--- src/rtl/mlp_pkg.sv ---
// Shared types and constants for the two-layer MLP sequencer.
package mlp_pkg;

    typedef enum logic [2:0] {
        S_IDLE,
        S_L1_A,
        S_L1_W,
        S_L1_MAC,
        S_L2_W,
        S_L2_MAC,
        S_DONE
    } mlp_seq_state_t;

    // r_sh_en bit positions
    localparam int SH_A  = 0;
    localparam int SH_W1 = 1;
    localparam int SH_W2 = 2;

    // mac_en / mac_clr lanes
    localparam int MAC_L1 = 0;
    localparam int MAC_L2 = 1;

endpackage

--- src/rtl/mlp_addr_gen.sv ---
// Offset counters and address adders for the MLP sequencer; weight offsets are
// kept as running sums so no multiplier is needed.
module mlp_addr_gen #(
    parameter int ADDR_WIDTH    = 16,
    parameter int ADDR_BASE_A   = 0,
    parameter int ADDR_BASE_W   = 0,
    parameter int ADDR_BASE_REG = 0,
    parameter int N_IN          = 400,
    parameter int N_HID         = 25,
    parameter int N_OUT         = 10
) (
    input  logic                  clk,
    input  logic                  rst,
    input  logic                  clr_all,
    input  logic                  i_inc,
    input  logic                  k_inc,
    input  logic                  k_clr,
    input  logic                  j_inc,
    output logic                  i_last,
    output logic                  k_last_l1,
    output logic                  k_last_l2,
    output logic                  j_last,
    output logic [ADDR_WIDTH-1:0] a_addr,
    output logic [ADDR_WIDTH-1:0] w1_addr,
    output logic [ADDR_WIDTH-1:0] w2_addr,
    output logic [ADDR_WIDTH-1:0] reg_addr
);

    localparam int KMAX = (N_HID > N_OUT) ? N_HID : N_OUT;
    localparam int IW   = $clog2(N_IN + 2);
    localparam int JW   = $clog2(N_HID + 2);
    localparam int KW   = $clog2(KMAX + 2);
    localparam logic [ADDR_WIDTH-1:0] L2_BASE = ADDR_WIDTH'(ADDR_BASE_W + (N_IN + 1) * N_HID);

    logic [IW-1:0]         i;
    logic [JW-1:0]         j;
    logic [KW-1:0]         k;
    logic [ADDR_WIDTH-1:0] w1_off;
    logic [ADDR_WIDTH-1:0] w2_off;

    always_ff @(posedge clk or negedge rst) begin
        if (!rst) begin
            i      <= '0;
            j      <= '0;
            k      <= '0;
            w1_off <= '0;
            w2_off <= '0;
        end else if (clr_all) begin
            i      <= '0;
            j      <= '0;
            k      <= '0;
            w1_off <= '0;
            w2_off <= '0;
        end else begin
            if (i_inc) begin
                i      <= i + IW'(1);
                w1_off <= w1_off + ADDR_WIDTH'(N_HID);
            end
            if (k_clr)
                k <= '0;
            else if (k_inc)
                k <= k + KW'(1);
            if (j_inc) begin
                j      <= j + JW'(1);
                w2_off <= w2_off + ADDR_WIDTH'(N_OUT);
            end
        end
    end

    assign i_last    = (i == IW'(N_IN));
    assign k_last_l1 = (k == KW'(N_HID - 1));
    assign k_last_l2 = (k == KW'(N_OUT - 1));
    assign j_last    = (j == JW'(N_HID));

    assign a_addr   = ADDR_WIDTH'(ADDR_BASE_A) + ADDR_WIDTH'(i);
    assign w1_addr  = ADDR_WIDTH'(ADDR_BASE_W) + w1_off + ADDR_WIDTH'(k);
    assign w2_addr  = L2_BASE + w2_off + ADDR_WIDTH'(k);
    assign reg_addr = ADDR_WIDTH'(ADDR_BASE_REG) + ADDR_WIDTH'(j);

endmodule

--- src/rtl/mlp_seq_ctrl.sv ---
// Two-layer MLP inference sequencer: fetch/shift/MAC control with a
// variable-latency read handshake. Define MLP_SEQ_ZERO_SKIP_EN for zero-activation skipping.
module mlp_seq_ctrl
    import mlp_pkg::*;
#(
    parameter int ADDR_WIDTH    = 16,
    parameter int ADDR_BASE_A   = 0,
    parameter int ADDR_BASE_W   = 0,
    parameter int ADDR_BASE_REG = 0,
    parameter int N_IN          = 400,
    parameter int N_HID         = 25,
    parameter int N_OUT         = 10
) (
    input  logic                  clk,
    input  logic                  rst,
    input  logic                  start,
    input  logic                  clear,
    input  logic                  abort,
    output logic                  busy,
    output logic                  done,
    output logic [ADDR_WIDTH-1:0] mem_addr,
    output logic                  mem_rd,
    input  logic                  mem_rvalid,
    input  logic                  arg_zero,
    output logic [2:0]            r_sh_en,
    output logic [1:0]            mac_en,
    output logic [1:0]            mac_clr
);

    mlp_seq_state_t state, nxt;

    logic clr_all, i_inc, k_inc, k_clr, j_inc;
    logic i_last, k_last_l1, k_last_l2, j_last;
    logic skip;
    logic [ADDR_WIDTH-1:0] a_addr, w1_addr, w2_addr, reg_addr;

`ifdef MLP_SEQ_ZERO_SKIP_EN
    assign skip = mem_rvalid && arg_zero;
`else
    logic unused_arg_zero;
    assign unused_arg_zero = arg_zero;
    assign skip = 1'b0;
`endif

    mlp_addr_gen #(
        .ADDR_WIDTH   (ADDR_WIDTH),
        .ADDR_BASE_A  (ADDR_BASE_A),
        .ADDR_BASE_W  (ADDR_BASE_W),
        .ADDR_BASE_REG(ADDR_BASE_REG),
        .N_IN         (N_IN),
        .N_HID        (N_HID),
        .N_OUT        (N_OUT)
    ) u_addr_gen (
        .clk      (clk),
        .rst      (rst),
        .clr_all  (clr_all),
        .i_inc    (i_inc),
        .k_inc    (k_inc),
        .k_clr    (k_clr),
        .j_inc    (j_inc),
        .i_last   (i_last),
        .k_last_l1(k_last_l1),
        .k_last_l2(k_last_l2),
        .j_last   (j_last),
        .a_addr   (a_addr),
        .w1_addr  (w1_addr),
        .w2_addr  (w2_addr),
        .reg_addr (reg_addr)
    );

    always_ff @(posedge clk or negedge rst) begin
        if (!rst)
            state <= S_IDLE;
        else
            state <= nxt;
    end

    always_comb begin
        nxt      = state;
        mem_rd   = 1'b0;
        mem_addr = '0;
        r_sh_en  = '0;
        mac_en   = '0;
        mac_clr  = '0;
        clr_all  = 1'b0;
        i_inc    = 1'b0;
        k_inc    = 1'b0;
        k_clr    = 1'b0;
        j_inc    = 1'b0;
        case (state)
            S_IDLE: begin
                mac_clr = 2'b11;
                if (start) begin
                    clr_all = 1'b1;
                    nxt     = S_L1_A;
                end
            end
            S_L1_A: begin
                mem_rd   = 1'b1;
                mem_addr = a_addr;
                if (mem_rvalid) begin
                    r_sh_en[SH_A] = 1'b1;
                    k_clr         = 1'b1;
                    // A zero activation still loads, but contributes nothing to the sum
                    if (skip) begin
                        i_inc = 1'b1;
                        nxt   = i_last ? S_L2_W : S_L1_A;
                    end else begin
                        nxt = S_L1_W;
                    end
                end
            end
            S_L1_W: begin
                mem_rd   = 1'b1;
                mem_addr = w1_addr;
                if (mem_rvalid) begin
                    r_sh_en[SH_W1] = 1'b1;
                    k_inc          = 1'b1;
                    if (k_last_l1)
                        nxt = S_L1_MAC;
                end
            end
            S_L1_MAC: begin
                mac_en[MAC_L1] = 1'b1;
                i_inc          = 1'b1;
                k_clr          = 1'b1;
                nxt            = i_last ? S_L2_W : S_L1_A;
            end
            S_L2_W: begin
                mem_rd   = 1'b1;
                mem_addr = w2_addr;
                if (mem_rvalid) begin
                    r_sh_en[SH_W2] = 1'b1;
                    k_inc          = 1'b1;
                    if (k_last_l2)
                        nxt = S_L2_MAC;
                end
            end
            S_L2_MAC: begin
                mac_en[MAC_L2] = 1'b1;
                mem_addr       = reg_addr;
                j_inc          = 1'b1;
                k_clr          = 1'b1;
                nxt            = j_last ? S_DONE : S_L2_W;
            end
            S_DONE: begin
                if (clear)
                    nxt = S_IDLE;
            end
            default: nxt = S_IDLE;
        endcase
        // Abort cancels the pending read and drops any same-cycle beat
        if (abort && state != S_IDLE) begin
            nxt     = S_IDLE;
            mem_rd  = 1'b0;
            r_sh_en = '0;
            mac_en  = '0;
            i_inc   = 1'b0;
            k_inc   = 1'b0;
            k_clr   = 1'b0;
            j_inc   = 1'b0;
        end
    end

    assign busy = (state != S_IDLE) && (state != S_DONE);
    assign done = (state == S_DONE);

endmodule
--- config.mk ---
export PLATFORM = sky130hd
export DESIGN_NAME = mlp_seq_ctrl
export DESIGN_NICKNAME = d
export VERILOG_FILES = /design/src/rtl/mlp_pkg.sv /design/src/rtl/mlp_addr_gen.sv /design/src/rtl/mlp_seq_ctrl.sv
export SDC_FILE = /design/constraint.sdc
export NUM_CORES = 1
export LEC_CHECK = 0
export BUFFER_PORTS_ARGS = -buffer_cell sky130_fd_sc_hd__buf_2
export CORE_UTILIZATION = 50
export DETAILED_ROUTE_END_ITERATION = 8
export MAX_ROUTING_LAYER = met4
export PLACE_DENSITY = 0.68
export SETUP_SLACK_MARGIN = 0.1
export SLEW_MARGIN = 40
export SYNTH_ARGS = -nofsm -noshare
export SYNTH_HDL_FRONTEND = slang
export SYNTH_HIERARCHICAL = 1
export SYNTH_SLANG_ARGS = --single-unit
export TNS_END_PERCENT = 30
--- constraint.sdc ---
create_clock -name clk -period 6.43 [get_ports clk]
set_input_delay 1.929 -clock clk [delete_from_list [all_inputs] [get_ports clk]]
set_output_delay 1.929 -clock clk [all_outputs]
set_load 0.01 [all_outputs]
Word level (Yosys, flattened, before mapping)
Cells that the tools add are included.

Input bits: 7. Register bits: 54. Logic and storage cells: 85. Output and inout bits: 26.

Add/sub/neg operators: 8. Mux-type cells: 42. Eq/ne operators: 18. Reductions and logical operators: 11.

Operators by type and width (count): 2-to-1 mux 16 bit (4); case mux 16 bit (4 select lines) (1); adder 16 x 5 -> 16 bit (2); 2-to-1 mux 3 bit (10); 2-to-1 mux 5 bit (5); inequality test 3 bit (second input constant) (7); case mux 3 bit (7 select lines) (1); 2-to-1 mux 9 bit (2); adder 14 x 16 -> 16 bit (first input constant) (1); adder 16 x 4 -> 16 bit (second input constant) (1); adder 16 x 5 -> 16 bit (second input constant) (1); 2-to-1 mux 1 bit (15); adder 5 x 1 -> 5 bit (second input constant) (2); == test 5 bit (second input constant) (2); adder 9 x 1 -> 9 bit (second input constant) (1); == test 3 bit (second input constant) (3); == test 9 bit (second input constant) (1); AND reduction 7 bit (1); == test 3 x 2 -> 1 bit (second input constant) (2); 2-to-1 mux 2 bit (3); nonzero test 3 bit (2); == test 5 x 4 -> 1 bit (second input constant) (1); nonzero test 2 bit (2); OR reduction 2 bit (2); other kinds (6) (7).

Depth between registers and ports, before layout
Depth after elaboration: 7. Mapped depth: 11. Depth with buffers taken out: 11.

Modules after synthesis
The synthesis kept the hierarchy.

Modules (own cells, without submodules): mlp_addr_gen (instances 1, cells each 392, sequential area each 1251.2 sq um, area each 3568.4 sq um); mlp_seq_ctrl (instances 1, cells each 107, sequential area each 75.1 sq um, area each 832.0 sq um).

Least setup slack after synthesis
OpenSTA, ideal clock, no wires.

Path kind: reg2out. Start point: register u_addr_gen.k[1]. End point: output mem_addr[15]. Cell stages (with the launch flop): 11. Arrival: 2579 ps. Setup slack: 1922 ps. Cell sequence: dfrtp_1 ha_1 ha_1 fa_1 a21o_1 a221oi_2 o31ai_2 a21oi_2 xnor2_1 mux2i_1 o22ai_1.

Cells in the longest elaborated chain, start to end: 2. Elaborated cells between the ends (all ways): 3. Classes of those cells: 2 x add/sub; 1 x mux.

RTL lines: from (decl) (line mlp_addr_gen.sv:37) `logic [KW-1:0] k;`; from (signal assigned) (line mlp_addr_gen.sv:62) `k <= k + KW'(1);`; adder 16 x 5 -> 16 bit (line mlp_addr_gen.sv:77) `assign w2_addr = L2_BASE + w2_off + ADDR_WIDTH'(k);`; via w2_addr[15] (line mlp_seq_ctrl.sv:35) `logic [ADDR_WIDTH-1:0] a_addr, w1_addr, w2_addr, reg_addr;`; case mux 16 bit (4 select lines) (line mlp_seq_ctrl.sv:90) `case (state)`; to (decl) (line mlp_seq_ctrl.sv:21) `output logic [ADDR_WIDTH-1:0] mem_addr,`.

The timed path passes the listed nets, and every way through them passes these cells.

Worst setup path in the final report
Same ends and word-level chain as after synthesis.

==> summary.txt <==
Run status
  – Status: finished, final reports clean

Power and ir drop
  – Leakage: 2.13 nW
  – Peak VDD IR: 0.157 mV
  – Cell Pwr Density: 271 nW/um^2

Die
  – Die area: 9180 um^2
  – Row cnt: 33
  – Top Ports: 33
  – Die width: 95.8 um
  – CORE AREA: 8380 um^2
  – Initial core utilization: 0.525
  – Chip Height: 95.8 um

Final layout
  – Final Util: 0.548
  – Reg area: 1330 um^2
  – P&R area growth vs syn: 4.44%
  – Proportion of layout cells with a drive suffix above 1: 0.107
  – FILL cells: 802
  – Multi-input gate area: 2770 um^2
  – Final nets: 554
  – Antenna cells: 0

Yosys
  – Post-synthesis compound-gate area fraction: 0.139
  – Primary FF master, synth: dfrtp_1
  – Post-synthesis mux area share: 0.0523
  – Distinct cells, synth: 60
  – Fraction of the mapped netlist area in simple logic gates: 0.186
  – Count of flip-flops with a built-in enable after synthesis: 0
  – Ranking of synthesized cells by area: dfrtp_1 30%, ha_1 9.1%, xnor2_1 8.0%
  – Most frequent cell after synthesis: nor2_1
  – Register area share after synthesis: 0.301
  – Synth async-reset ratio: 1.00
  – Synth top area share: 0.301
  – Mapped Cells: 499
  – Synth Area in XOR/XNOR: 0.133
  – Ys Warns: 6
  – Largest family of logic cells by synthesized area: simple AND/OR/NAND/NOR gates
  – Post-synthesis cell type with the largest combined area: dfrtp_1
  – Post-Syn Area: 4400 um^2
  – Synthesis-stage register bit count: 53
  – Adder-Cell Fraction of Synth Area: 0.102
  – Synth top cells by count: 63 x nor2_1, 53 x dfrtp_1, 40 x xnor2_1, 32 x ha_1
  – Avg Cell Area, Syn: 8.82 um^2

Drt
  – Wire length per cell: 14.6 um
  – Antenna-violating nets left: 0
  – Post-route DRC: 0
  – Final WL: 9060 um
  – Via density: 5.47
  – Drt first-iter violations: 157
  – Drt first pass iters: 4
  – Via count: 3388

Setup path
  – Critical Path Sink: mem_addr[15]
  – Worst r2r src: state[2]
  – Startpoint types: flip-flop
  – FF-to-FF path depth: 8
  – Crit-path max FO: 6
  – Critical Path Source: u_addr_gen/k[1]
  – WP data required: 4.50 ns
  – Reg2reg end: u_addr_gen/w2_off[15]
  – CP Class: reg -> out
  – CP Capture Type: output pin
  – CP arrival: 3.22 ns
  – Worst reg2reg setup slack: 3.49 ns

Clock network
  – Clk pin slew, worst setup/hold paths: 0.10 ns
  – Post-CTS Resized: 0
  – H-tree depth: 2
  – Root buf cell: clkbuf_8
  – CTS sink count: 53
  – CTS Buffer Depth: 2
  – Cts hold-fix bufs: 0
  – CTS tree: built
  – CTS buffer count: 5
  – Setup Buffers After CTS: 0
  – Clk_lat worst skew: 0.30 ns

STA
  – Final Hold Viols: 0
  – Final setup fails: 0
  – Fmax: 194 MHz
  – Worst Skew: 0.00731 ns
  – Unrepaired setup endpoints after global routing: no
  – Slew Viols, Final: 0
  – Setup_tns: 0 ns
  – Final worst-path cycle share: 0.801
  – Worst-Margin Slew: 0.735 ns
  – Crit path time final: 5.15 ns
  – Slew margin rel.: 0.510

Global route
  – Number of global-route vias before repair: 3348
  – First-pass GRT wire length: 15800 um
  – Met3 usage in global routing: 0.0229
  – Met2 Use GR: 0.376
  – GR met1 Demand/Resource: 0.295
  – GRT Total Usage: 0.225
  – GRT Residual Overflow: 0
  – Initial antenna violation count: 0
  – GRT Max-Usage Layer: met2
  – Pin count of the biggest net entering global routing: 54

Flow run
  – Maximum Capacitance Violations: 0

Placed design
  – Port buffer count: 31
  – DP HPWL: 6660 um
  – GPL Wtd Cong: 0.866

Min path
  – Worst hold path type: reg -> reg
-- worst min-delay path by stage --
stage	cells past startpoint	from	end
2_1_floorplan	2	u_addr_gen/j[4]	u_addr_gen/j[4]
3_3_place_gp	2	u_addr_gen/w1_off[15]	u_addr_gen/w1_off[15]
3_5_place_dp	2	u_addr_gen/w1_off[15]	u_addr_gen/w1_off[15]
4_1_cts	2	u_addr_gen/w1_off[15]	u_addr_gen/w1_off[15]
5_1_grt	2	u_addr_gen/w1_off[15]	u_addr_gen/w1_off[15]
6_report	2	u_addr_gen/w1_off[15]	u_addr_gen/w1_off[15]
-- layer usage --
metal  up-vias  share of wire  wire, um
met1      1616           0.48      4330
met4         0         0.0042        38
met5         -              0         0
met3         4          0.029       261
li1       1735              -         -
met2        33           0.49      4430
-- state kept, by name (all words and copies together), names as in the netlist --
register	flops
state	3
u_addr_gen/i	9
u_addr_gen/j	5
u_addr_gen/k	5
u_addr_gen/w1_off	16
u_addr_gen/w2_off	15
-- where the power goes --
| part | internal (mW) | switching, mW | total, mW |
|---|---|---|---|
| Sequential | 0.370 | 0.0881 | 0.459 |
| Combinational | 0.247 | 0.349 | 0.596 |
| Clock | 0.0756 | 0.113 | 0.189 |
| Total | 0.693 | 0.551 | 1.24 |
-- cell families after synthesis --
logic type,after synthesis
buf+inv,69
other cells,1
fa+ha+maj,35
compound gates,84
mux,23
flops,53
xor+xnor,67
simple gates,167
-- area by class of cell --
| cell class | count | share of cell area |
|---|---|---|
| well taps | 105 | 0.0286 |
| inverters | 22 | 0.0180 |
| multi-input cells | 394 | 0.602 |
| flip-flops and latches | 53 | 0.289 |
| clock inverters | 3 | 0.00381 |
| repair buffers | 37 | 0.0436 |
| clock buffers | 5 | 0.0150 |
-- worst max-delay path, cell delays in order, from the launching register on --
cell and delay, ns:
dfrtp_1 0.47, ha_1 0.33, ha_1 0.21, fa_1 0.41
a21o_1 0.21, a221oi_2 0.42, o31ai_2 0.17, a21oi_2 0.17
xnor2_1 0.13, mux2i_1 0.09, o22ai_1 0.15, buf_2 0.16
-- through the flow --
step                      area (um^2)  instances  worst slack, ns  power [mW]  hold slack (ns)
after floorplan                  4460        516             1.92       0.929            0.518
after global placement           4510        611             1.62        1.05            0.551
after detailed placement         4510        611             1.61        1.06            0.566
after CTS                        4600        619             1.25        1.26            0.586
after global routing             4600        619             1.06        1.35            0.625
final                            4600        619             1.28        1.24            0.580
-- cell usage in the layout (no fill, tap or decap), drive strengths merged, types with 5 or more instances in the layout --
cell type / synthesis / layout
nand4: 9 / 9
a22oi: 17 / 17
nand2: 27 / 27
o21ai: 5 / 5
inv: 22 / 22
nor3: 17 / 17
mux2i: 23 / 23
a21oi: 16 / 16
dfrtp: 53 / 53
xnor2: 40 / 40
nand2b: 5 / 5
buf: 35 / 37
nor2b: 7 / 7
xor2: 27 / 27
a211oi: 5 / 5
nand3: 13 / 13
clkbuf: 12 / 5
nor2: 63 / 63
o22ai: 16 / 16
conb: 1 / 18
ha: 32 / 32
Power figures use the tool's default switching activity.
